$ cat src/rtl/extremum_finder.sv
// Scans a wrap-capable address window of a 1-cycle-latency RAM and reports the max/min value and its address.
// Optional running sum of scanned words enabled by defining EXTREMUM_SUM_EN.
module extremum_finder #(
  parameter int DATA_W = 8,
  parameter int ADDR_W = 4
) (
  input  logic                     clk,
  input  logic                     reset,
  input  logic                     start,
  input  logic                     mode,
  input  logic [ADDR_W-1:0]        base_addr,
  input  logic [ADDR_W-1:0]        last_addr,
  output logic                     mem_rd,
  output logic [ADDR_W-1:0]        mem_addr,
  input  logic [DATA_W-1:0]        mem_rdata,
  output logic                     busy,
  output logic                     done,
  output logic [DATA_W-1:0]        result,
  output logic [ADDR_W-1:0]        result_addr,
  output logic [DATA_W+ADDR_W-1:0] sum
);

  localparam int SUM_W = DATA_W + ADDR_W;

  typedef enum logic [2:0] {
    S_IDLE  = 3'd0,
    S_READ  = 3'd1,
    S_WAIT  = 3'd2,
    S_CHECK = 3'd3,
    S_DONE  = 3'd4
  } state_t;

  state_t              state_r;
  state_t              state_s;
  logic [ADDR_W-1:0]   mar_r;
  logic [ADDR_W-1:0]   last_r;
  logic [DATA_W-1:0]   mdr_r;
  logic [DATA_W-1:0]   result_r;
  logic [ADDR_W-1:0]   result_addr_r;
  logic                mode_r;
  logic                first_r;
  logic                mem_rd_r;
  logic                busy_r;
  logic                done_r;
  logic                update_s;
  logic                at_last_s;

  // Strict compare keeps the first-encountered address on ties.
  function automatic logic better_f(input logic       find_min,
                                    input logic [DATA_W-1:0] cand,
                                    input logic [DATA_W-1:0] cur);
    if (find_min) begin
      better_f = (cand < cur);
    end else begin
      better_f = (cand > cur);
    end
  endfunction

  // Next-state decode plus update/end-of-window qualifiers.
  always_comb begin
    state_s   = state_r;
    at_last_s = (mar_r == last_r);
    if (first_r) begin
      update_s = 1'b1;
    end else begin
      update_s = better_f(mode_r, mdr_r, result_r);
    end
    case (state_r)
      S_IDLE: begin
        if (start) begin
          state_s = S_READ;
        end else begin
          state_s = S_IDLE;
        end
      end
      S_READ:  state_s = S_WAIT;
      S_WAIT:  state_s = S_CHECK;
      S_CHECK: begin
        if (at_last_s) begin
          state_s = S_DONE;
        end else begin
          state_s = S_READ;
        end
      end
      S_DONE:  state_s = S_IDLE;
      default: state_s = S_IDLE;
    endcase
  end

  // State register, registered handshake outputs and datapath registers.
  always_ff @(posedge clk) begin
    if (reset) begin
      state_r       <= S_IDLE;
      mem_rd_r      <= 1'b0;
      busy_r        <= 1'b0;
      done_r        <= 1'b0;
      mar_r         <= {ADDR_W{1'b0}};
      last_r        <= {ADDR_W{1'b0}};
      mdr_r         <= {DATA_W{1'b0}};
      mode_r        <= 1'b0;
      first_r       <= 1'b0;
      result_r      <= {DATA_W{1'b0}};
      result_addr_r <= {ADDR_W{1'b0}};
    end else begin
      state_r  <= state_s;
      mem_rd_r <= (state_s == S_READ);
      busy_r   <= (state_s != S_IDLE);
      done_r   <= (state_s == S_DONE);
      case (state_r)
        S_IDLE: begin
          if (start) begin
            mode_r  <= mode;
            last_r  <= last_addr;
            mar_r   <= base_addr;
            first_r <= 1'b1;
          end
        end
        S_WAIT: mdr_r <= mem_rdata;
        S_CHECK: begin
          if (update_s) begin
            result_r      <= mdr_r;
            result_addr_r <= mar_r;
            first_r       <= 1'b0;
          end
          if (!at_last_s) begin
            mar_r <= mar_r + ADDR_W'(1);
          end
        end
        default: ;
      endcase
    end
  end

`ifdef EXTREMUM_SUM_EN
  logic [SUM_W-1:0] sum_r;

  // Running sum, cleared on an accepted start and accumulated once per element.
  always_ff @(posedge clk) begin
    if (reset) begin
      sum_r <= {SUM_W{1'b0}};
    end else if ((state_r == S_IDLE) && start) begin
      sum_r <= {SUM_W{1'b0}};
    end else if (state_r == S_CHECK) begin
      sum_r <= sum_r + SUM_W'(mdr_r);
    end else begin
      sum_r <= sum_r;
    end
  end

  assign sum = sum_r;
`else
  assign sum = {SUM_W{1'b0}};
`endif

  assign mem_rd      = mem_rd_r;
  assign mem_addr    = mar_r;
  assign busy        = busy_r;
  assign done        = done_r;
  assign result      = result_r;
  assign result_addr = result_addr_r;

endmodule
$ cat config.mk
export PLATFORM = sky130hd
export DESIGN_NAME = extremum_finder
export DESIGN_NICKNAME = d
export VERILOG_FILES = /design/src/rtl/extremum_finder.sv
export SDC_FILE = /design/constraint.sdc
export NUM_CORES = 1
export LEC_CHECK = 0
export BUFFER_PORTS_ARGS = -buffer_cell sky130_fd_sc_hd__buf_2
export CAP_MARGIN = 15
export CELL_PAD_IN_SITES_DETAIL_PLACEMENT = 0
export CELL_PAD_IN_SITES_GLOBAL_PLACEMENT = 2
export CORE_MARGIN = 4
export CORE_UTILIZATION = 31
export DETAILED_ROUTE_END_ITERATION = 8
export GPL_ROUTABILITY_DRIVEN = 0
export PLACE_DENSITY = 0.86
export SLEW_MARGIN = 25
export SYNTH_ARGS = -nofsm -noshare
export SYNTH_HDL_FRONTEND = slang
export SYNTH_SLANG_ARGS = --single-unit
$ cat constraint.sdc
create_clock -name clk -period 2 [get_ports clk]
set_input_delay 0.4 -clock clk [delete_from_list [all_inputs] [get_ports clk]]
set_output_delay 0.4 -clock clk [all_outputs]
set_load 0.01 [all_outputs]
# Yosys cells after proc, flatten, opt, wreduce, memory -nomap -nowiden
# Index checks and enable logic that the tools add are counted.
# word_totals
register_bits	36
inputBits	20
word_cells	41
# op_classes
n_addsub	1
order_cmp	2
n_eq_ne	9
n_mux	11
reduce_logical	7
# op_table
cell	count
$pmux W3 S4	1
$gt A8 B8 Y1	1
$lt A8 B8 Y1	1
$mux W4	2
$pmux W4 S2	1
$eq A3 B1 Y1 const B	2
$eq A3 B2 Y1 const B	2
$ne A2 B2 Y1 const B	3
$reduce_and A3 Y1	2
$mux W1	5
$add A4 B1 Y4 const B	1
$eq A4 B4 Y1	1
$reduce_and A2 Y1	2
$eq A3 B3 Y1 const B	1
$logic_not A3 Y1	1
$mux W3	1
$reduce_bool A3 Y1	1
$pmux W1 S2	1
$reduce_bool A2 Y1	1

# Depth between registers and ports, before layout
# logic_depth
word_depth	5
mapped_depth	8

# Worst setup path before layout
# OpenSTA, ideal clock, no wires.
# synth_timing
path_type	register to register
from	register result_r[5], in the netlist result[5]
to	register result_r[0], in the netlist result[0]
setup_time_ns	0.118
arrival_time_ns	1.751
required_ns	1.882
path_slack_ns	0.131
stages_incl_launch_ff	9
period_less_slack_ns	1.869
path_cell_list	dfxtp_1 -> inv_1 -> ha_1 -> a211oi_1 -> o21bai_1 -> nor3b_1 -> o31ai_4 -> buf_12 -> mux2i_1
# synth_between
elab_chain_len	4
word_cells_on_any_way	5
classes_between	order compare: 2; mux: 2; reduce/logical: 1
# synth_rtl
element	line_no	rtl
start: declaration	38	logic [DATA_W-1:0] result_r;
start signal: assignment	102	result_r <= {DATA_W{1'b0}};
start signal: assignment	121	result_r <= mdr_r;
$gt A8 B8 Y1 or $lt A8 B8 Y1 (tied branches)	55, 53	
$mux W1 (*)	52	if (find_min) begin
$mux W1 (*)	63	if (first_r) begin
$reduce_and A2 Y1 (no line) (*)	--	
# Mark *: on every way between the ends. The rest lies on a longest branch, timed or not.
# A chain may end at the register's enable or synchronous reset.

# Final worst setup path
# layout_timing
from	register result_r[4], in the netlist result[4]
to	register result_r[7], in the netlist result[7]
# The elaborated chain is that of the path after synthesis.

==> flow_summary_export.csv <==
group,metric,value,unit
detailed_routing,routed_wl,3873,µm
clock_network,insertion_delay,290,ps
floorplan,coreArea,5956,µm²
detailed_routing,ant_nets,0,
final_layout,antennaDiodeCount,0,
yosys,synth_seq_cells,36,
job,maxCapViolations,0,
floorplan,io_pins,51,
placement,place.detailed.hpwl,2859,µm
setup_path,crit_fanout,3,
global_route,overflow,0,
clock_network,cts_buffer_depth,2,
setup_path,cp.required,2180,ps
yosys,yosysWarningCount,0,
floorplan,die_area,7456,µm²
setup_path,arrival,2050,ps
clock_network,cts_tree,"done",
setup_path,crit_path_frequent_cell,"buf_4",
yosys,yosysUniqueCellTypes,33,
final_layout,final_common_cell,"buf_2",
floorplan,initial_utilization,31.95,%
final_layout,drive_above_1_share,28.19,%
setup_path,cp_slowest_stage_delay,360,ps
power,switchingPower,601.5,µW
detailed_routing,wl_per_cell,11.60,µm
power,leakagePower,1.004,nW
timing,skew,8.076,ps
global_route,grt_pass1_vias,1333,
yosys,synth_flop_cell,"dfxtp_1",
timing,min_period,1868,ps
final_layout,layout.nets,287,
yosys,synth-edff-count,0,
setup_path,cp-end-kind,"flop",
detailed_routing,dr.pass1.iters,4,
power,seq_power_share,43.5,%
timing,fin_tns_setup,0,ps
yosys,yosysTopAreaCell,"dfxtp_1",
clock_network,cts-buffers-inserted,5,
outcome,status,"completed",
timing,setup_viol,0,
floorplan,placementRows,28,
timing,setup_ws,132.4,ps
timing,timing.slew.headroom,56.91,%
floorplan,die_y,86.35,µm
yosys,synth_area_per_cell,9.421,µm²
timing,drv_slew,0,
yosys,ys_seq_area_share,37.87,%
placement,io_buffers,38,
global_route,grt_pass1_wl,6196,µm
detailed_routing,dr_total_vias,1444,
global_route,grt_max_degree,45,
yosys,synth.cell_area,1903,µm²
min_path,hold_class,"primary input to flop",
setup_path,start_kind,"flop",
timing,hold_viol_final,0,
global_route,grt_usage,10.48,%
clock_network,cts.sinks,36,
power,p_int,1.290,mW
timing,post-route-period-util,93.38,%
final_layout,area_growth,23.21,%
placement,placed_cell_area,2213,µm²
detailed_routing,drcViolationCount,0,
setup_path,cp_slowest_cell,"dfxtp_1",
clock_network,h-tree-depth,2,
timing,max_freq,535.4,MHz
clock_network,cts_root_buf,"clkbuf_8",
clock_network,path_clk_slew,70,ps
power,p_comb_share,29.0,%
power,power.density,806.7,nW/µm²
yosys,syn_inst,202,
final_layout,final_cell_area,2345,µm²
setup_path,path_class,"flop to flop",
placement,place_ws,-283.7,ps
yosys,netlist.area_leader.share,37.87,%
setup_path,path_cells,"inv_1 > ha_1 > nand4_1 > buf_4 > a211oi_1 > o31a_1 > o31ai_4 > buf_4 > mux2i_1",
yosys,async_flop_share,0,%
power,swShare,31.80,%
detailed_routing,drt_iter0_drc,45,
floorplan,die_x,86.35,µm
detailed_routing,viasPerCell,4.323,
global_route,antenna_found_initial,0,
power,peakVddDrop,297.6,µV
timing,tightest_slew,646.3,ps
power,power.share.clock,27.5,%
yosys,synth.area.top_cells,"dfxtp_1 38%, mux2i_1 14%, nand2b_1 8.9%",
final_layout,mostFrequentLayoutCells,"38 x buf_2, 36 x dfxtp_1, 27 x mux2i_1, 27 x nand2b_1, 20 x buf_4",
==> timing repair <==
action	4_1_cts	5_1_grt
hold buffers	0	0
pin swaps	1	2
endpoints found under the setup margin	12	12
hold endpoints to repair	0	0
buffers inserted	3	0
cloned	0	0
resized for setup	0	4
==> through the flow <==
stage               util [%]  power, mW  hold slack, ps  std cells
floorplan                  -      1.251           451.9        213
global placement       37.16      1.372           464.4        323
detailed placement     37.16      1.379           467.7        323
CTS                    38.97      1.901           335.0        334
global route           39.37      2.000           357.2        334
finish                 39.37      1.892           335.1        334
==> registers in the layout, summed over array words and instances (netlist names) <==
| name | flops |
|---|---|
| mdr_r | 8 |
| result | 8 |
| last_r | 4 |
| mem_addr | 4 |
| result_addr | 4 |
| state_r | 3 |
| busy | 1 |
| done | 1 |
| first_r | 1 |
| mem_rd | 1 |
| mode_r | 1 |
==> cells by family (layout without fill, tap and decap cells) <==
group	Yosys count	count (layout)	share of synthesized area [%]
DFF	36	36	37.87
other	1	12	0.1970
adders and majority gates	9	9	5.917
buffers and inverters	32	78	10.52
AOI/OAI and AO/OA	21	21	7.890
xor gates and xnor gates	5	5	2.301
and+or+nand+nor	71	71	21.10
muxes	27	27	14.20
==> power groups by stage <==
stage | combinational [mW] | clock (mW) | sequential, mW
global route | 0.610 | 0.557 | 0.833
detailed placement | 0.541 | 0 | 0.839
finish | 0.548 | 0.521 | 0.823
floorplan | 0.405 | 0 | 0.846
global placement | 0.533 | 0 | 0.839
CTS | 0.547 | 0.531 | 0.823
==> cell usage after synthesis, types with 2 or more instances <==
cell and count:
o21ai_1 3, nand4_1 3, nor3_1 6, clkbuf_1 4
inv_1 10, buf_6 2, mux2i_1 27, nand2_1 6
nand2b_1 27, xnor2_1 5, buf_2 3, nor2_1 18
buf_4 12, ha_1 9, a21oi_1 9, a211oi_1 2
dfxtp_1 36, nor3b_1 4, nand3_1 2
==> worst paths after layout <==
| check | slack, ps | end | from | cells after the start |
|---|---|---|---|---|
| setup / recovery | 130 | result[7]$_SDFFE_PP0P_ | result[4]$_SDFFE_PP0P_ | 9 |
| hold / removal | 340 | mdr_r[0]$_SDFFE_PP0P_ | mem_rdata[0] | 3 |
| setup reg to reg | 130 | result[7]$_SDFFE_PP0P_ | result[4]$_SDFFE_PP0P_ | 9 |
| hold reg to reg | 490 | result_addr[1]$_SDFFE_PP0P_ | result_addr[1]$_SDFFE_PP0P_ | 2 |
==> worst max-delay path, delay by kind of cell, from the launching register on <==
kind	cells	cell delay, ps
compound gates	3	490
buf+inv	3	400
flops	1	360
fa+ha+maj	1	270
simple gates	1	140
mux	1	110
==> layer usage <==
metal  up-vias  part of all wire (%)  global-route usage (%)
li1        761                     -                       -
met4         0                   1.8                   4.958
met2        31                    45                   16.06
met5         -                     0                       0
met3         7                   5.1                   2.471
met1       645                    48                   13.86
==> layout make-up <==
type,instances,area [µm²]
repair buffers,60,362.8
multi-input cells,145,1045
clock buffers,7,76.32
flip-flops and latches,36,720.7
clock inverters,1,8.758
well taps,75,93.84
fillers,630,3611
inverters,10,37.54
No activity file was read; power rests on OpenSTA's default activity.
